`src/rtl/id_ex_if.sv`:
```
// id_ex_if: ID-side operands/control, EX/MEM forwarding inputs and registered EX outputs of the ID/EX stage.
interface id_ex_if #(
    parameter int DATA_W = 32,
    parameter int CTRL_W = 12
);
    logic              id_valid;
    logic [DATA_W-1:0] id_pc;
    logic [31:0]       id_instr;
    logic              id_zero_ext;
    logic [4:0]        id_rs;
    logic [4:0]        id_rt;
    logic [4:0]        id_rd;
    logic              id_uses_rt;
    logic              id_reg_write;
    logic              id_mem_read;
    logic [CTRL_W-1:0] id_ctrl;
    logic [DATA_W-1:0] rf_rdata1;
    logic [DATA_W-1:0] rf_rdata2;
    logic              exmem_reg_write;
    logic [4:0]        exmem_rd;
    logic [DATA_W-1:0] exmem_data;
    logic              ex_ready;
    logic              flush;
    logic              stall_id;
    logic              ex_valid;
    logic [DATA_W-1:0] ex_pc;
    logic [DATA_W-1:0] ex_rs_data;
    logic [DATA_W-1:0] ex_rt_data;
    logic [DATA_W-1:0] ex_imm;
    logic [4:0]        ex_rs;
    logic [4:0]        ex_rt;
    logic [4:0]        ex_rd;
    logic              ex_reg_write;
    logic              ex_mem_read;
    logic [CTRL_W-1:0] ex_ctrl;

    modport master (
        output id_valid, id_pc, id_instr, id_zero_ext, id_rs, id_rt, id_rd, id_uses_rt,
               id_reg_write, id_mem_read, id_ctrl, rf_rdata1, rf_rdata2,
               exmem_reg_write, exmem_rd, exmem_data, ex_ready, flush,
        input  stall_id, ex_valid, ex_pc, ex_rs_data, ex_rt_data, ex_imm, ex_rs, ex_rt, ex_rd,
               ex_reg_write, ex_mem_read, ex_ctrl
    );

    modport slave (
        input  id_valid, id_pc, id_instr, id_zero_ext, id_rs, id_rt, id_rd, id_uses_rt,
               id_reg_write, id_mem_read, id_ctrl, rf_rdata1, rf_rdata2,
               exmem_reg_write, exmem_rd, exmem_data, ex_ready, flush,
        output stall_id, ex_valid, ex_pc, ex_rs_data, ex_rt_data, ex_imm, ex_rs, ex_rt, ex_rd,
               ex_reg_write, ex_mem_read, ex_ctrl
    );
endinterface

```
`src/rtl/id_ex_stage.sv`:
```
// id_ex_stage: ID/EX pipeline register with EX/MEM forwarding, load-use bubbles, stall and flush.
// Optional HAZARD_STATS_EN adds saturating load-use bubble and flush counters.
module id_ex_stage #(
    parameter int DATA_W = 32,
    parameter int CTRL_W = 12
) (
    input  logic        clk,
    input  logic        reset,
    id_ex_if.slave      bus
`ifdef HAZARD_STATS_EN
    ,
    output logic [15:0] stat_lu_bubbles,
    output logic [15:0] stat_flushes
`endif
);
    logic              fwd1_hit;
    logic              fwd2_hit;
    logic [DATA_W-1:0] fwd1;
    logic [DATA_W-1:0] fwd2;
    logic [DATA_W-1:0] imm;
    logic              lu;

    // EX/MEM result wins over the RF's own WB bypass; r0 is never forwarded
    assign fwd1_hit = bus.exmem_reg_write && bus.exmem_rd != 5'd0 && bus.exmem_rd == bus.id_rs;
    assign fwd2_hit = bus.exmem_reg_write && bus.exmem_rd != 5'd0 && bus.exmem_rd == bus.id_rt;
    assign fwd1     = fwd1_hit ? bus.exmem_data : bus.rf_rdata1;
    assign fwd2     = fwd2_hit ? bus.exmem_data : bus.rf_rdata2;
    assign imm      = {{(DATA_W-16){bus.id_instr[15] & ~bus.id_zero_ext}}, bus.id_instr[15:0]};

    assign lu = bus.id_valid && bus.ex_valid && bus.ex_mem_read && bus.ex_rd != 5'd0 &&
                (bus.ex_rd == bus.id_rs || (bus.id_uses_rt && bus.ex_rd == bus.id_rt));

    assign bus.stall_id = !bus.flush && (lu || !bus.ex_ready);

    always_ff @(posedge clk) begin
        if (reset) begin
            bus.ex_valid     <= 1'b0;
            bus.ex_pc        <= '0;
            bus.ex_rs_data   <= '0;
            bus.ex_rt_data   <= '0;
            bus.ex_imm       <= '0;
            bus.ex_rs        <= '0;
            bus.ex_rt        <= '0;
            bus.ex_rd        <= '0;
            bus.ex_reg_write <= 1'b0;
            bus.ex_mem_read  <= 1'b0;
            bus.ex_ctrl      <= '0;
        end else if (bus.flush) begin
            bus.ex_valid     <= 1'b0;
            bus.ex_reg_write <= 1'b0;
            bus.ex_mem_read  <= 1'b0;
        end else if (bus.ex_ready) begin
            if (lu) begin
                bus.ex_valid     <= 1'b0;
                bus.ex_reg_write <= 1'b0;
                bus.ex_mem_read  <= 1'b0;
                bus.ex_ctrl      <= '0;
            end else begin
                bus.ex_valid     <= bus.id_valid;
                bus.ex_pc        <= bus.id_pc;
                bus.ex_rs_data   <= fwd1;
                bus.ex_rt_data   <= fwd2;
                bus.ex_imm       <= imm;
                bus.ex_rs        <= bus.id_rs;
                bus.ex_rt        <= bus.id_rt;
                bus.ex_rd        <= bus.id_rd;
                bus.ex_reg_write <= bus.id_reg_write && bus.id_valid;
                bus.ex_mem_read  <= bus.id_mem_read && bus.id_valid;
                bus.ex_ctrl      <= bus.id_ctrl;
            end
        end
    end

`ifdef HAZARD_STATS_EN
    always_ff @(posedge clk) begin
        if (reset) begin
            stat_lu_bubbles <= '0;
            stat_flushes    <= '0;
        end else begin
            if (!bus.flush && bus.ex_ready && lu && stat_lu_bubbles != 16'hFFFF)
                stat_lu_bubbles <= stat_lu_bubbles + 16'd1;
            if (bus.flush && stat_flushes != 16'hFFFF)
                stat_flushes <= stat_flushes + 16'd1;
        end
    end
`endif
endmodule

```
`src/flat_wrapper.sv`:
```
// flat-port wrapper written by rule: the top's interface ports become plain ports
module id_ex_stage_flat 
#(
    parameter int DATA_W = 32,
    parameter int CTRL_W = 12
)
  (clk, reset, bus_id_valid, bus_id_pc, bus_id_instr, bus_id_zero_ext, bus_id_rs, bus_id_rt, bus_id_rd, bus_id_uses_rt, bus_id_reg_write, bus_id_mem_read, bus_id_ctrl, bus_rf_rdata1, bus_rf_rdata2, bus_exmem_reg_write, bus_exmem_rd, bus_exmem_data, bus_ex_ready, bus_flush, bus_stall_id, bus_ex_valid, bus_ex_pc, bus_ex_rs_data, bus_ex_rt_data, bus_ex_imm, bus_ex_rs, bus_ex_rt, bus_ex_rd, bus_ex_reg_write, bus_ex_mem_read, bus_ex_ctrl);
  id_ex_if #(.DATA_W(DATA_W), .CTRL_W(CTRL_W)) bus_i ();
  input  logic clk;
  input  logic reset;
  input wire logic [$bits(bus_i.id_valid)-1:0] bus_id_valid;
  input wire logic [$bits(bus_i.id_pc)-1:0] bus_id_pc;
  input wire logic [$bits(bus_i.id_instr)-1:0] bus_id_instr;
  input wire logic [$bits(bus_i.id_zero_ext)-1:0] bus_id_zero_ext;
  input wire logic [$bits(bus_i.id_rs)-1:0] bus_id_rs;
  input wire logic [$bits(bus_i.id_rt)-1:0] bus_id_rt;
  input wire logic [$bits(bus_i.id_rd)-1:0] bus_id_rd;
  input wire logic [$bits(bus_i.id_uses_rt)-1:0] bus_id_uses_rt;
  input wire logic [$bits(bus_i.id_reg_write)-1:0] bus_id_reg_write;
  input wire logic [$bits(bus_i.id_mem_read)-1:0] bus_id_mem_read;
  input wire logic [$bits(bus_i.id_ctrl)-1:0] bus_id_ctrl;
  input wire logic [$bits(bus_i.rf_rdata1)-1:0] bus_rf_rdata1;
  input wire logic [$bits(bus_i.rf_rdata2)-1:0] bus_rf_rdata2;
  input wire logic [$bits(bus_i.exmem_reg_write)-1:0] bus_exmem_reg_write;
  input wire logic [$bits(bus_i.exmem_rd)-1:0] bus_exmem_rd;
  input wire logic [$bits(bus_i.exmem_data)-1:0] bus_exmem_data;
  input wire logic [$bits(bus_i.ex_ready)-1:0] bus_ex_ready;
  input wire logic [$bits(bus_i.flush)-1:0] bus_flush;
  output wire logic [$bits(bus_i.stall_id)-1:0] bus_stall_id;
  output wire logic [$bits(bus_i.ex_valid)-1:0] bus_ex_valid;
  output wire logic [$bits(bus_i.ex_pc)-1:0] bus_ex_pc;
  output wire logic [$bits(bus_i.ex_rs_data)-1:0] bus_ex_rs_data;
  output wire logic [$bits(bus_i.ex_rt_data)-1:0] bus_ex_rt_data;
  output wire logic [$bits(bus_i.ex_imm)-1:0] bus_ex_imm;
  output wire logic [$bits(bus_i.ex_rs)-1:0] bus_ex_rs;
  output wire logic [$bits(bus_i.ex_rt)-1:0] bus_ex_rt;
  output wire logic [$bits(bus_i.ex_rd)-1:0] bus_ex_rd;
  output wire logic [$bits(bus_i.ex_reg_write)-1:0] bus_ex_reg_write;
  output wire logic [$bits(bus_i.ex_mem_read)-1:0] bus_ex_mem_read;
  output wire logic [$bits(bus_i.ex_ctrl)-1:0] bus_ex_ctrl;
  assign bus_i.id_valid = bus_id_valid;
  assign bus_i.id_pc = bus_id_pc;
  assign bus_i.id_instr = bus_id_instr;
  assign bus_i.id_zero_ext = bus_id_zero_ext;
  assign bus_i.id_rs = bus_id_rs;
  assign bus_i.id_rt = bus_id_rt;
  assign bus_i.id_rd = bus_id_rd;
  assign bus_i.id_uses_rt = bus_id_uses_rt;
  assign bus_i.id_reg_write = bus_id_reg_write;
  assign bus_i.id_mem_read = bus_id_mem_read;
  assign bus_i.id_ctrl = bus_id_ctrl;
  assign bus_i.rf_rdata1 = bus_rf_rdata1;
  assign bus_i.rf_rdata2 = bus_rf_rdata2;
  assign bus_i.exmem_reg_write = bus_exmem_reg_write;
  assign bus_i.exmem_rd = bus_exmem_rd;
  assign bus_i.exmem_data = bus_exmem_data;
  assign bus_i.ex_ready = bus_ex_ready;
  assign bus_i.flush = bus_flush;
  assign bus_stall_id = bus_i.stall_id;
  assign bus_ex_valid = bus_i.ex_valid;
  assign bus_ex_pc = bus_i.ex_pc;
  assign bus_ex_rs_data = bus_i.ex_rs_data;
  assign bus_ex_rt_data = bus_i.ex_rt_data;
  assign bus_ex_imm = bus_i.ex_imm;
  assign bus_ex_rs = bus_i.ex_rs;
  assign bus_ex_rt = bus_i.ex_rt;
  assign bus_ex_rd = bus_i.ex_rd;
  assign bus_ex_reg_write = bus_i.ex_reg_write;
  assign bus_ex_mem_read = bus_i.ex_mem_read;
  assign bus_ex_ctrl = bus_i.ex_ctrl;
  id_ex_stage #(.DATA_W(DATA_W), .CTRL_W(CTRL_W)) u_core (.clk(clk), .reset(reset), .bus(bus_i));
endmodule
```
`config.mk`:
```
export PLATFORM = sky130hd
export DESIGN_NAME = id_ex_stage_flat
export DESIGN_NICKNAME = d
export VERILOG_FILES = /design/src/rtl/id_ex_if.sv /design/src/rtl/id_ex_stage.sv /design/src/flat_wrapper.sv
export SDC_FILE = /design/constraint.sdc
export NUM_CORES = 1
export LEC_CHECK = 0
export CORE_ASPECT_RATIO = 1.1
export CORE_MARGIN = 3
export CORE_UTILIZATION = 42
export DETAILED_ROUTE_END_ITERATION = 6
export PLACE_DENSITY_LB_ADDON = 0.08
export RECOVER_POWER = 50
export SETUP_SLACK_MARGIN = 0.02
export SYNTH_ARGS = -nofsm -noshare
export SYNTH_HDL_FRONTEND = slang
export SYNTH_SLANG_ARGS = --single-unit
```
`constraint.sdc`:
```
create_clock -name clk -period 2.8 [get_ports clk]
set_input_delay 0.42 -clock clk [delete_from_list [all_inputs] [get_ports clk]]
set_output_delay 0.42 -clock clk [all_outputs]
set_load 0.02 [all_outputs]
```
==> flow_metrics.env <==
export IMPL_cp_required_ps=2380
export IMPL_fp_row_count=51
export IMPL_p_per_area_mw_per_mm2=478.4
export IMPL_drc=0
export IMPL_placed_cell_area_mm2=0.01143
export IMPL_fin_crit_ps=2627
export IMPL_synth_area_leader_cell="dfxtp_1"
export IMPL_cts_buffers=17
export IMPL_cts_tree="yes"
export IMPL_rr_startpoint="u_core.bus.ex_rd[3]"
export IMPL_drtPass1Iterations=4
export IMPL_synth_nets=1035
export IMPL_grt_usage_pct=24.08
export IMPL_nNetsFinal=1351
export IMPL_grt_pass1_vias=6865
export IMPL_yosysWarnings=0
export IMPL_area_delta_synth_final_pct=58.05
export IMPL_worst_r2r_cell_count=8
export IMPL_drive_above_1_share_pct=12.48
export IMPL_hold_path_depth=2
export IMPL_yosys_area_top_type_share_pct=37.58
export IMPL_critPathKind="input pin to output port"
export IMPL_synth_edf_count=0
export IMPL_p_leak_nw=4.892
export IMPL_finalCritPeriodShare_pct=93.82
export IMPL_coreArea_mm2=0.01774
export IMPL_worstHoldStart="u_core.bus.ex_ctrl[8]"
export IMPL_reg2reg_slack_ps=510
export IMPL_yosys_top_cells_count="143 x dfxtp_1, 131 x nand2b_1, 79 x a21oi_1, 65 x nor2b_1"
export IMPL_synth_distinct_cells=34
export IMPL_postSynthAreaPerCell_um2=9.144
export IMPL_status="complete, no violations"
export IMPL_finalInstanceArea_mm2=0.01204
export IMPL_yosysMostFrequentCell="dfxtp_1"
export IMPL_p_sw_share_pct=26.55
export IMPL_p_int_mw=4.230
export IMPL_clock_sinks=143
export IMPL_ioPinCount=361
export IMPL_cp_max_fo=2
export IMPL_detail_route_wirelength_mm=24.35
export IMPL_post_cts_buffers=0
export IMPL_gp_congestion=0.8146
export IMPL_die_width_um=134.4
export IMPL_fillCellCount=1507
export IMPL_grt_pass1_wl_mm=37.99
export IMPL_fin_skew_ps=7.485
export IMPL_io_buffers=344
export IMPL_fp_dieH_um=147.2
export IMPL_min_to="u_core.bus.ex_ctrl[8]"
export IMPL_first_iter_violations=296
export IMPL_cp_data_arrival_time_ps=2210
export IMPL_netlist_area_mm2=0.007617
export IMPL_setup_viol=0
export IMPL_h_tree_depth=4
export IMPL_gr_total_overflow=0
export IMPL_hpwl_mm=17.87
export IMPL_hold_ws_ps=446.4
export IMPL_grt_start_max_net_pins=77
export IMPL_antenna_found_initial=1
export IMPL_cts_root_buf="clkbuf_16"
export IMPL_ys_seq_area_share_pct=37.58
export IMPL_die_area_mm2=0.01979
export IMPL_drv_slew=0
export IMPL_worst_pin_slew_ps=561.4
export IMPL_rsz0062_at_grt="no"
export IMPL_wl_per_cell_um=17.38
export IMPL_synthTopCellsByArea="dfxtp_1 38%, nand2b_1 11%, mux2i_1 8.4%"
export IMPL_peakVddDrop_v=0.0004059
export IMPL_clk_latency_ps=420
export IMPL_hold_class="flip-flop to flip-flop"
export IMPL_clk_pin_slew_ps=60
export IMPL_critPathLaunchType="input pin"
export IMPL_synthCells=833
export IMPL_ys_flop_type="dfxtp_1"
export IMPL_max_freq_mhz=380.7
export IMPL_total_power_mw=5.759
export IMPL_seq_power_share_pct=38.1
export IMPL_clkPwrFrac_pct=40.5
export IMPL_r2r_end="u_core.bus.ex_rs_data[17]"
export IMPL_switching_power_mw=1.529
export IMPL_hold_viol_final=0
export IMPL_clockBufferDepth=2
export IMPL_initial_core_util_pct=42.94
export IMPL_synth_seq_cells=143
export IMPL_drt_antenna_violating_nets=0
export IMPL_end_kind="output port"
export IMPL_power_frac_comb_pct=21.4
export IMPL_slew_headroom_pct=62.57
export IMPL_vias=7020
export IMPL_async_flop_share_pct=0
export IMPL_via_per_inst=5.011
export IMPL_drv_cap=0
## flip-flops by register name, summed over array words and instances (netlist names)
signal and cells:
u_core.bus.ex_rd 5, u_core.bus.ex_rt_data 32, u_core.bus.ex_mem_read 1, u_core.bus.ex_rt 5
u_core.bus.ex_reg_write 1, u_core.bus.ex_pc 32, u_core.bus.ex_rs 5, u_core.bus.ex_valid 1
u_core.bus.ex_rs_data 32, u_core.bus.ex_ctrl 12, u_core.bus.ex_imm 17
## how the worst max path moves through the flow
stage	cells past startpoint	end	slack (ps)	start
finish	7	bus_stall_id	170	bus_id_rt[3]
global route	7	bus_stall_id	50	bus_id_rt[3]
CTS	7	bus_stall_id	140	bus_id_rt[3]
detailed placement	7	bus_stall_id	-200	bus_id_rt[3]
global placement	7	bus_stall_id	-190	bus_id_rt[3]
floorplan	6	bus_stall_id	500	u_core.bus.ex_rd[3]
## worst max-delay path: stages
cell and delay [ps]:
clkdlybuf4s50_1 450, xor2_1 190, nor4_2 310, a32oi_1 200
o21a_1 220, nor2_1 70, dlygate4sd2_1 350
## cell usage in the layout, fill, tap and decap left out, types with 9 or more instances in the layout
master,synthesis,final
xor2_1,9,9
dfxtp_1,143,143
o21ai_0,64,64
mux2i_1,64,64
a21oi_1,79,79
mux2_2,23,23
buf_12,0,16
mux2_4,38,38
o211ai_1,15,15
buf_4,22,28
nand3_1,64,64
nor2b_1,65,65
dlygate4sd3_1,0,136
clkdlybuf4s50_1,0,206
clkbuf_16,0,17
xnor2_1,11,11
nand2b_1,131,131
nand2_1,12,12
## area by class of cell
cell class | count | area, µm² | share of cell area (%)
tap | 238 | 297.8 | 2.474
timing repair buffer | 388 | 3974 | 33.01
antenna | 1 | 2.502 | 0.02079
multi-input combinational | 599 | 4297 | 35.69
clock buffer | 18 | 439.2 | 3.648
clock inverter | 14 | 166.4 | 1.382
sequential | 143 | 2863 | 23.78
## kinds of logic (layout without fill, tap and decap cells)
| logic type | Yosys count | count (layout) | synth area share, % |
|---|---|---|---|
| compound gates | 167 | 167 | 12.24 |
| simple gates | 284 | 284 | 21.94 |
| other cells | 0 | 1 | 0 |
| flops | 143 | 143 | 37.58 |
| xor+xnor | 20 | 20 | 2.300 |
| buf+inv | 91 | 420 | 6.192 |
| mux | 128 | 128 | 19.74 |
## metrics by stage
| stage | setup slack, ps | util (%) | setup TNS, ps | cells |
|---|---|---|---|---|
| 6_report | 172.9 | 67.87 | 0 | 1401 |
| 5_1_grt | 53.50 | 67.87 | 0 | 1401 |
| 4_1_cts | 138.7 | 67.89 | 0 | 1400 |
| 3_5_place_dp | -204.2 | 64.45 | -3262 | 1368 |
| 3_3_place_gp | -189.2 | 64.45 | -1575 | 1368 |
| 2_1_floorplan | 504.8 | - | 0 | 833 |
## what timing repair did
item | CTS | global route
hold buffers | 0 | 0
resized for setup | 2 | 0
setup endpoints to repair | 1 | 0
## power groups by stage
| stage | logic (mW) | registers, mW | clock network [mW] |
|---|---|---|---|
| floorplan | 0.477 | 2.37 | 0 |
| global placement | 1.26 | 2.24 | 0 |
| detailed placement | 1.27 | 2.24 | 0 |
| CTS | 1.28 | 2.20 | 2.38 |
| global route | 1.32 | 2.21 | 2.47 |
| finish | 1.24 | 2.19 | 2.33 |
## per-layer routing
layer	routed length, µm	vias to the layer above	part of all wire, %	GRT usage [%]
met5	0	-	0	0
met4	565	0	2.3	8.910
met3	2397	31	9.8	8.801
met2	11740	281	48	40.07
met1	9647	3230	40	28.44
li1	-	3478	-	-
Note: power is estimated with default switching activity, not from simulation.
